`src/rtl/random_box_picker.sv`:
```
// random_box_picker: pseudo-random box index generator for the whack-a-mole
// display path. A free-running Fibonacci LFSR supplies candidates. Candidates
// that are out of range are rejected and redrawn. After MAX_TRIES rejections a
// deterministic fallback box is used instead. Each drawn box is presented on a
// valid/ack handshake. A draw starts on req, or on the periodic auto tick when
// auto_en is high.
// Optional feature macro: RANDOM_BOX_NO_REPEAT_EN. When it is defined, a
// candidate equal to the previously presented box is also rejected.
module random_box_picker #(
    parameter int                LFSR_W    = 8,
    parameter logic [LFSR_W-1:0] TAPS      = 8'hB8,
    parameter int                NUM_BOXES = 6,
    parameter int                BOX_W     = 3,
    parameter int                TICK_DIV  = 50000000,
    parameter int                MAX_TRIES = 8
) (
    input  logic              CLOCK_50,
    input  logic              reset,
    input  logic              seed_load,
    input  logic              auto_en,
    input  logic              req,
    input  logic              box_ack,
    output logic [BOX_W-1:0]  box,
    output logic              box_valid,
    output logic              busy,
    output logic [LFSR_W-1:0] lfsr_state
);

    localparam int TICK_W = (TICK_DIV > 1) ? $clog2(TICK_DIV) : 1;
    localparam int TRY_W  = (MAX_TRIES > 1) ? $clog2(MAX_TRIES) : 1;

    localparam logic [TICK_W-1:0] TICK_RELOAD = TICK_W'(TICK_DIV - 1);
    localparam logic [TRY_W-1:0]  TRY_LAST    = TRY_W'(MAX_TRIES - 1);
    // One bit wider than a box index so that NUM_BOXES == 2**BOX_W still fits.
    localparam logic [BOX_W:0]    NB_EXT      = (BOX_W + 1)'(NUM_BOXES);
    localparam logic [BOX_W-1:0]  LAST_BOX    = BOX_W'(NUM_BOXES - 1);

    typedef enum logic [1:0] {
        S_IDLE    = 2'd0,
        S_DRAW    = 2'd1,
        S_PRESENT = 2'd2
    } state_t;

    state_t              state_q, state_d;
    logic [LFSR_W-1:0]   lfsr_q, lfsr_d;
    logic [LFSR_W-1:0]   cnt_q, cnt_d;
    logic [TICK_W-1:0]   tick_q, tick_d;
    logic [TRY_W-1:0]    tries_q, tries_d;
    logic [BOX_W-1:0]    box_q, box_d;
    logic                box_valid_q, box_valid_d;
    logic [BOX_W-1:0]    last_box_q, last_box_d;
    logic                last_valid_q, last_valid_d;

    logic                tick;
    logic [LFSR_W-1:0]   lfsr_step;
    logic [LFSR_W-1:0]   seed_val;
    logic [BOX_W-1:0]    candidate;
    logic                in_range;
    logic                cand_ok;
    logic [BOX_W-1:0]    fallback;

    // Free-running LFSR, seed counter and auto-draw tick divider.
    always_comb begin
        lfsr_step = {lfsr_q[LFSR_W-2:0], ^(lfsr_q & TAPS)};
        // A zero seed would lock the LFSR at zero, so it is replaced by 1.
        seed_val  = (cnt_q == '0) ? LFSR_W'(1) : cnt_q;
        lfsr_d    = seed_load ? seed_val : lfsr_step;
        cnt_d     = cnt_q + 1'b1;
        tick      = (tick_q == '0);
        tick_d    = tick ? TICK_RELOAD : tick_q - 1'b1;
    end

    // Candidate qualification and the fallback box used when tries run out.
    always_comb begin
        candidate = lfsr_q[BOX_W-1:0];
        in_range  = ({1'b0, candidate} < NB_EXT);
`ifdef RANDOM_BOX_NO_REPEAT_EN
        cand_ok   = in_range && !(last_valid_q && (candidate == last_box_q));
`else
        cand_ok   = in_range;
`endif
        if (!last_valid_q || (last_box_q == LAST_BOX)) begin
            fallback = '0;
        end else begin
            fallback = last_box_q + 1'b1;
        end
    end

    // Draw FSM next-state logic. The fallback box is also recorded as the last
    // box, so consecutive presented boxes are compared against what was shown.
    always_comb begin
        state_d      = state_q;
        tries_d      = tries_q;
        box_d        = box_q;
        box_valid_d  = box_valid_q;
        last_box_d   = last_box_q;
        last_valid_d = last_valid_q;
        case (state_q)
            S_IDLE: begin
                if (req || (auto_en && tick)) begin
                    state_d = S_DRAW;
                    tries_d = '0;
                end
            end
            S_DRAW: begin
                if (cand_ok) begin
                    box_d        = candidate;
                    last_box_d   = candidate;
                    last_valid_d = 1'b1;
                    box_valid_d  = 1'b1;
                    state_d      = S_PRESENT;
                end else if (tries_q == TRY_LAST) begin
                    box_d        = fallback;
                    last_box_d   = fallback;
                    last_valid_d = 1'b1;
                    box_valid_d  = 1'b1;
                    state_d      = S_PRESENT;
                end else begin
                    tries_d = tries_q + 1'b1;
                end
            end
            S_PRESENT: begin
                // Requests arriving here are dropped, not queued.
                if (box_ack) begin
                    box_valid_d = 1'b0;
                    state_d     = S_IDLE;
                end
            end
            default: begin
                state_d = S_IDLE;
            end
        endcase
    end

    // State registers with asynchronous active-high reset.
    always_ff @(posedge CLOCK_50 or posedge reset) begin
        if (reset) begin
            state_q      <= S_IDLE;
            lfsr_q       <= LFSR_W'(1);
            cnt_q        <= '0;
            tick_q       <= TICK_RELOAD;
            tries_q      <= '0;
            box_q        <= '0;
            box_valid_q  <= 1'b0;
            last_box_q   <= '0;
            last_valid_q <= 1'b0;
        end else begin
            state_q      <= state_d;
            lfsr_q       <= lfsr_d;
            cnt_q        <= cnt_d;
            tick_q       <= tick_d;
            tries_q      <= tries_d;
            box_q        <= box_d;
            box_valid_q  <= box_valid_d;
            last_box_q   <= last_box_d;
            last_valid_q <= last_valid_d;
        end
    end

    assign box        = box_q;
    assign box_valid  = box_valid_q;
    assign busy       = (state_q == S_DRAW);
    assign lfsr_state = lfsr_q;

endmodule

```
`config.mk`:
```
export PLATFORM = sky130hd
export DESIGN_NAME = random_box_picker
export DESIGN_NICKNAME = d
export VERILOG_FILES = /design/src/rtl/random_box_picker.sv
export SDC_FILE = /design/constraint.sdc
export NUM_CORES = 1
export LEC_CHECK = 0
export BUFFER_PORTS_ARGS = -buffer_cell sky130_fd_sc_hd__buf_2
export CAP_MARGIN = 20
export CORE_ASPECT_RATIO = 0.8
export CORE_UTILIZATION = 53
export DETAILED_ROUTE_END_ITERATION = 8
export GPL_ROUTABILITY_DRIVEN = 0
export PLACE_DENSITY = 0.71
export SLEW_MARGIN = 10
export SYNTH_ARGS = -nofsm -noshare
export SYNTH_HDL_FRONTEND = slang
export SYNTH_SLANG_ARGS = --single-unit
```
`constraint.sdc`:
```
create_clock -name CLOCK_50 -period 2.2 [get_ports CLOCK_50]
set_input_delay 0.44 -clock CLOCK_50 [delete_from_list [all_inputs] [get_ports CLOCK_50]]
set_output_delay 0.44 -clock CLOCK_50 [all_outputs]
set_load 0.005 [all_outputs]
```
==> summary.txt <==
Layout
  • Share of cells above drive strength 1: 0.292
  • Fillers: ~360
  • Utilization after layout: 0.633
  • ANT cells: 0
  • Layout Cell Area excl Fill: 2910 um^2
  • Area delta synth->final: 14.5%
  • Layout Nets: 283

Clocking
  • Clk slew on worst S/H paths: 0.11 ns
  • Hold buffer count at cts: 0
  • CTS Buffer Depth: 2
  • Total CTS buffers: 5
  • Clock latency on the worst-skew pair: about 0.31 ns
  • # clock sinks: 52
  • CTS tree: yes
  • Root Driver: clkbuf_8
  • CTS H-tree depth: 2

Routing
  • Initial DRT Pass Iterations: 4
  • Routed vias/inst: 5.38
  • DRC viols: 0
  • Via Count: 1758
  • WL final: 4.78 mm
  • Post-DRT Antenna Nets: 0
  • Initial DRC count: 63
  • WL per Instance: roughly 15 um

Min path
  • Worst min path class: in2async

Global route
  • Initial antenna violation count: 0
  • Vias in the first global route: approximately 1700
  • GRT overflow: 0
  • First-pass GRT wire length: ~8.2 mm
  • Largest net degree at the start of global routing: 32
  • Total Routing Usage GR: 0.213

Timing
  • Slew @ Worst Pin: 0.479 ns
  • Period Utilization, post-route: 0.934
  • Layout Skew: 0.0111 ns
  • Fin crit period: 2.06 ns
  • Fmax: slightly below 500 MHz
  • Fin. max-slew vios: 0
  • Worst hold margin: 0.134 ns
  • Finish-stage setup viols: 0
  • Fin. Hold Viols: 0
  • RSZ-0062 raised after global routing: no
  • Worst slew margin: 0.680
  • Setup_tns: 0 ns

Setup path
  • Critical path endpoint category: flip-flop
  • FF-to-FF path depth: 5
  • Slowest cell delay on critical path: 0.43 ns
  • Crit path required time: 2.41 ns
  • WS Path Type: reg2reg
  • R2R setup slack: 0.14 ns
  • Slowest cell on crit path: dfrtp_1
  • Critical Path, Cell by Cell: nor4_4 -> nand2_2 -> or3_1 -> or4_4 -> mux2_4
  • Arr. time, crit path: 2.27 ns
  • CP startpoint kind: flip-flop
  • Worst Path Max Fanout: 4

Power and ir drop
  • Clock power share: 0.267
  • Combinational fraction of design power: 0.222
  • Cell-internal power: 1.51 mW
  • Worst VDD drop: 0.000519 V
  • Leakage power: ~1.3 nW
  • Switching Power: 651 uW
  • Flop pwr share: 0.512
  • Tot Pwr: around 2.2 mW
  • Pwr/cell area: between 700 and 800 nW/um^2
  • Sw Ratio: 0.301

Synth
  • Post-synthesis cell count: 234
  • Netlist cell types: 44
  • Syn avg cell area: about 11 um^2
  • Post-synth top flop: dfrtp_1
  • Post-synth ARST share: 1.00
  • EDFF count, synth: 0
  • Synthesized flop and latch total: 52
  • Sequential cell area fraction in the yosys report: 0.521
  • Mapped Area: 2540 um^2
  • Mapped Nets: 251
  • Synth warn: 0

Die
  • Initial core utilization: 0.553
  • DIE AREA: 5080 um^2
  • Placeable Area: approximately 4600 um^2
  • # rows: 22
  • Num ports: 19
  • Die X: 79.5 um
  • DIE HEIGHT: 64.0 um

Job
  • Max cap viols: 0

Placement
  • Dpl hpwl: 3.47 mm
  • Area after DPL: ~2800 um^2
  • Port Buffer Count: 18

Run status
  • Status: finished, final reports clean
state kept, by name, summed over array words and instances (netlist names):
register      count
box_valid         1
last_box_q        3
last_valid_q      1
tries_q           3
state_q           2
lfsr_state        8
cnt_q             8
tick_q           26
logic make-up after synthesis:
family,share of synthesized area
AO/OA/AOI/OAI,0.0605
XOR/XNOR,0.0792
adder cells (fa/ha/maj),0.0541
buffers and inverters,0.0241
flip-flops,0.521
multiplexers,0.0615
AND/OR/NAND/NOR,0.200
synthesized netlist by cell type (all sizes together) (7+ instances only):
cell type | instances | share of area
a21oi | 7 | 0.014
dfrtp | 33 | 0.32
dfstp | 19 | 0.20
ha | 11 | 0.054
inv | 12 | 0.018
mux2 | 10 | 0.046
nand2 | 21 | 0.032
nand3 | 9 | 0.018
nor2 | 15 | 0.022
nor3 | 11 | 0.022
nor4 | 7 | 0.023
o21ai | 8 | 0.016
xnor2 | 14 | 0.048
xor2 | 9 | 0.031
critical path: cells and delay by family, from the launching register on:
family           cells  cell delay (ns)
and+or+nand+nor      4             1.24
DFF                  1             0.43
muxes                1             0.30
cell type report:
class | instances | area, um^2 | area share
clock buffer | 5 | 68.8 | 0.0236
clock inverter | 3 | 26.3 | 0.00902
inverter | 12 | 45.0 | 0.0155
multi-input combinational | 166 | 1190 | 0.407
sequential | 52 | 1330 | 0.455
tap | 60 | 75.1 | 0.0258
timing repair buffer | 29 | 185 | 0.0636
worst paths after layout:
path	startpoint	endpoint
setup / recovery	tick_q[11]	tick_q[24]
hold / removal	reset	box_valid
setup reg to reg	tick_q[11]	tick_q[24]
hold reg to reg	tick_q[0]	tick_q[0]
max in group asynchronous	reset	tick_q[20]
min in group CLOCK_50	tick_q[0]	tick_q[0]
per-layer routing:
layer,GRT usage,routed length (um),vias to the layer above
li1,-,-,876
met1,0.326,2550,842
met2,0.294,2000,35
met3,0.0614,185,5
met4,0.0477,48,0
met5,0,0,-
metrics by stage:
stage                     worst slack (ns)  instances
after detailed placement             0.118        319
final                                0.144        327
after global routing                0.0201        327
after floorplan                     0.0206        234
after CTS                           0.0847        327
after global placement               0.168        319
power by group through the flow:
| stage | clock network, mW | logic (mW) | registers [mW] |
|---|---|---|---|
| 6_report | 0.577 | 0.480 | 1.11 |
| 5_1_grt | 0.639 | 0.556 | 1.12 |
| 4_1_cts | 0.592 | 0.481 | 1.11 |
| 3_5_place_dp | 0 | 0.476 | 1.12 |
| 3_3_place_gp | 0 | 0.464 | 1.12 |
| 2_1_floorplan | 0 | 0.335 | 1.12 |
timing repair:
action / CTS / global route
setup endpoints to repair: 0 / 8
resized for setup: 0 / 5
buffers inserted: 0 / 0
cells in the final DEF, fill, tap and decap left out, drive strengths merged, types with 3 or more instances in the layout:
| cell | count |
|---|---|
| o21ai | 8 |
| nor4b | 3 |
| dfrtp | 33 |
| inv | 14 |
| dfstp | 19 |
| ha | 11 |
| nand2 | 21 |
| clkbuf | 5 |
| mux2i | 4 |
| nand3 | 9 |
| xor2 | 9 |
| nor4 | 7 |
| buf | 29 |
| nor2b | 4 |
| or4 | 3 |
| nor3 | 11 |
| or3 | 3 |
| and3 | 6 |
| nor2 | 15 |
| mux2 | 10 |
| a21oi | 7 |
| xnor2 | 14 |
Note: power is estimated with default switching activity, not from simulation.
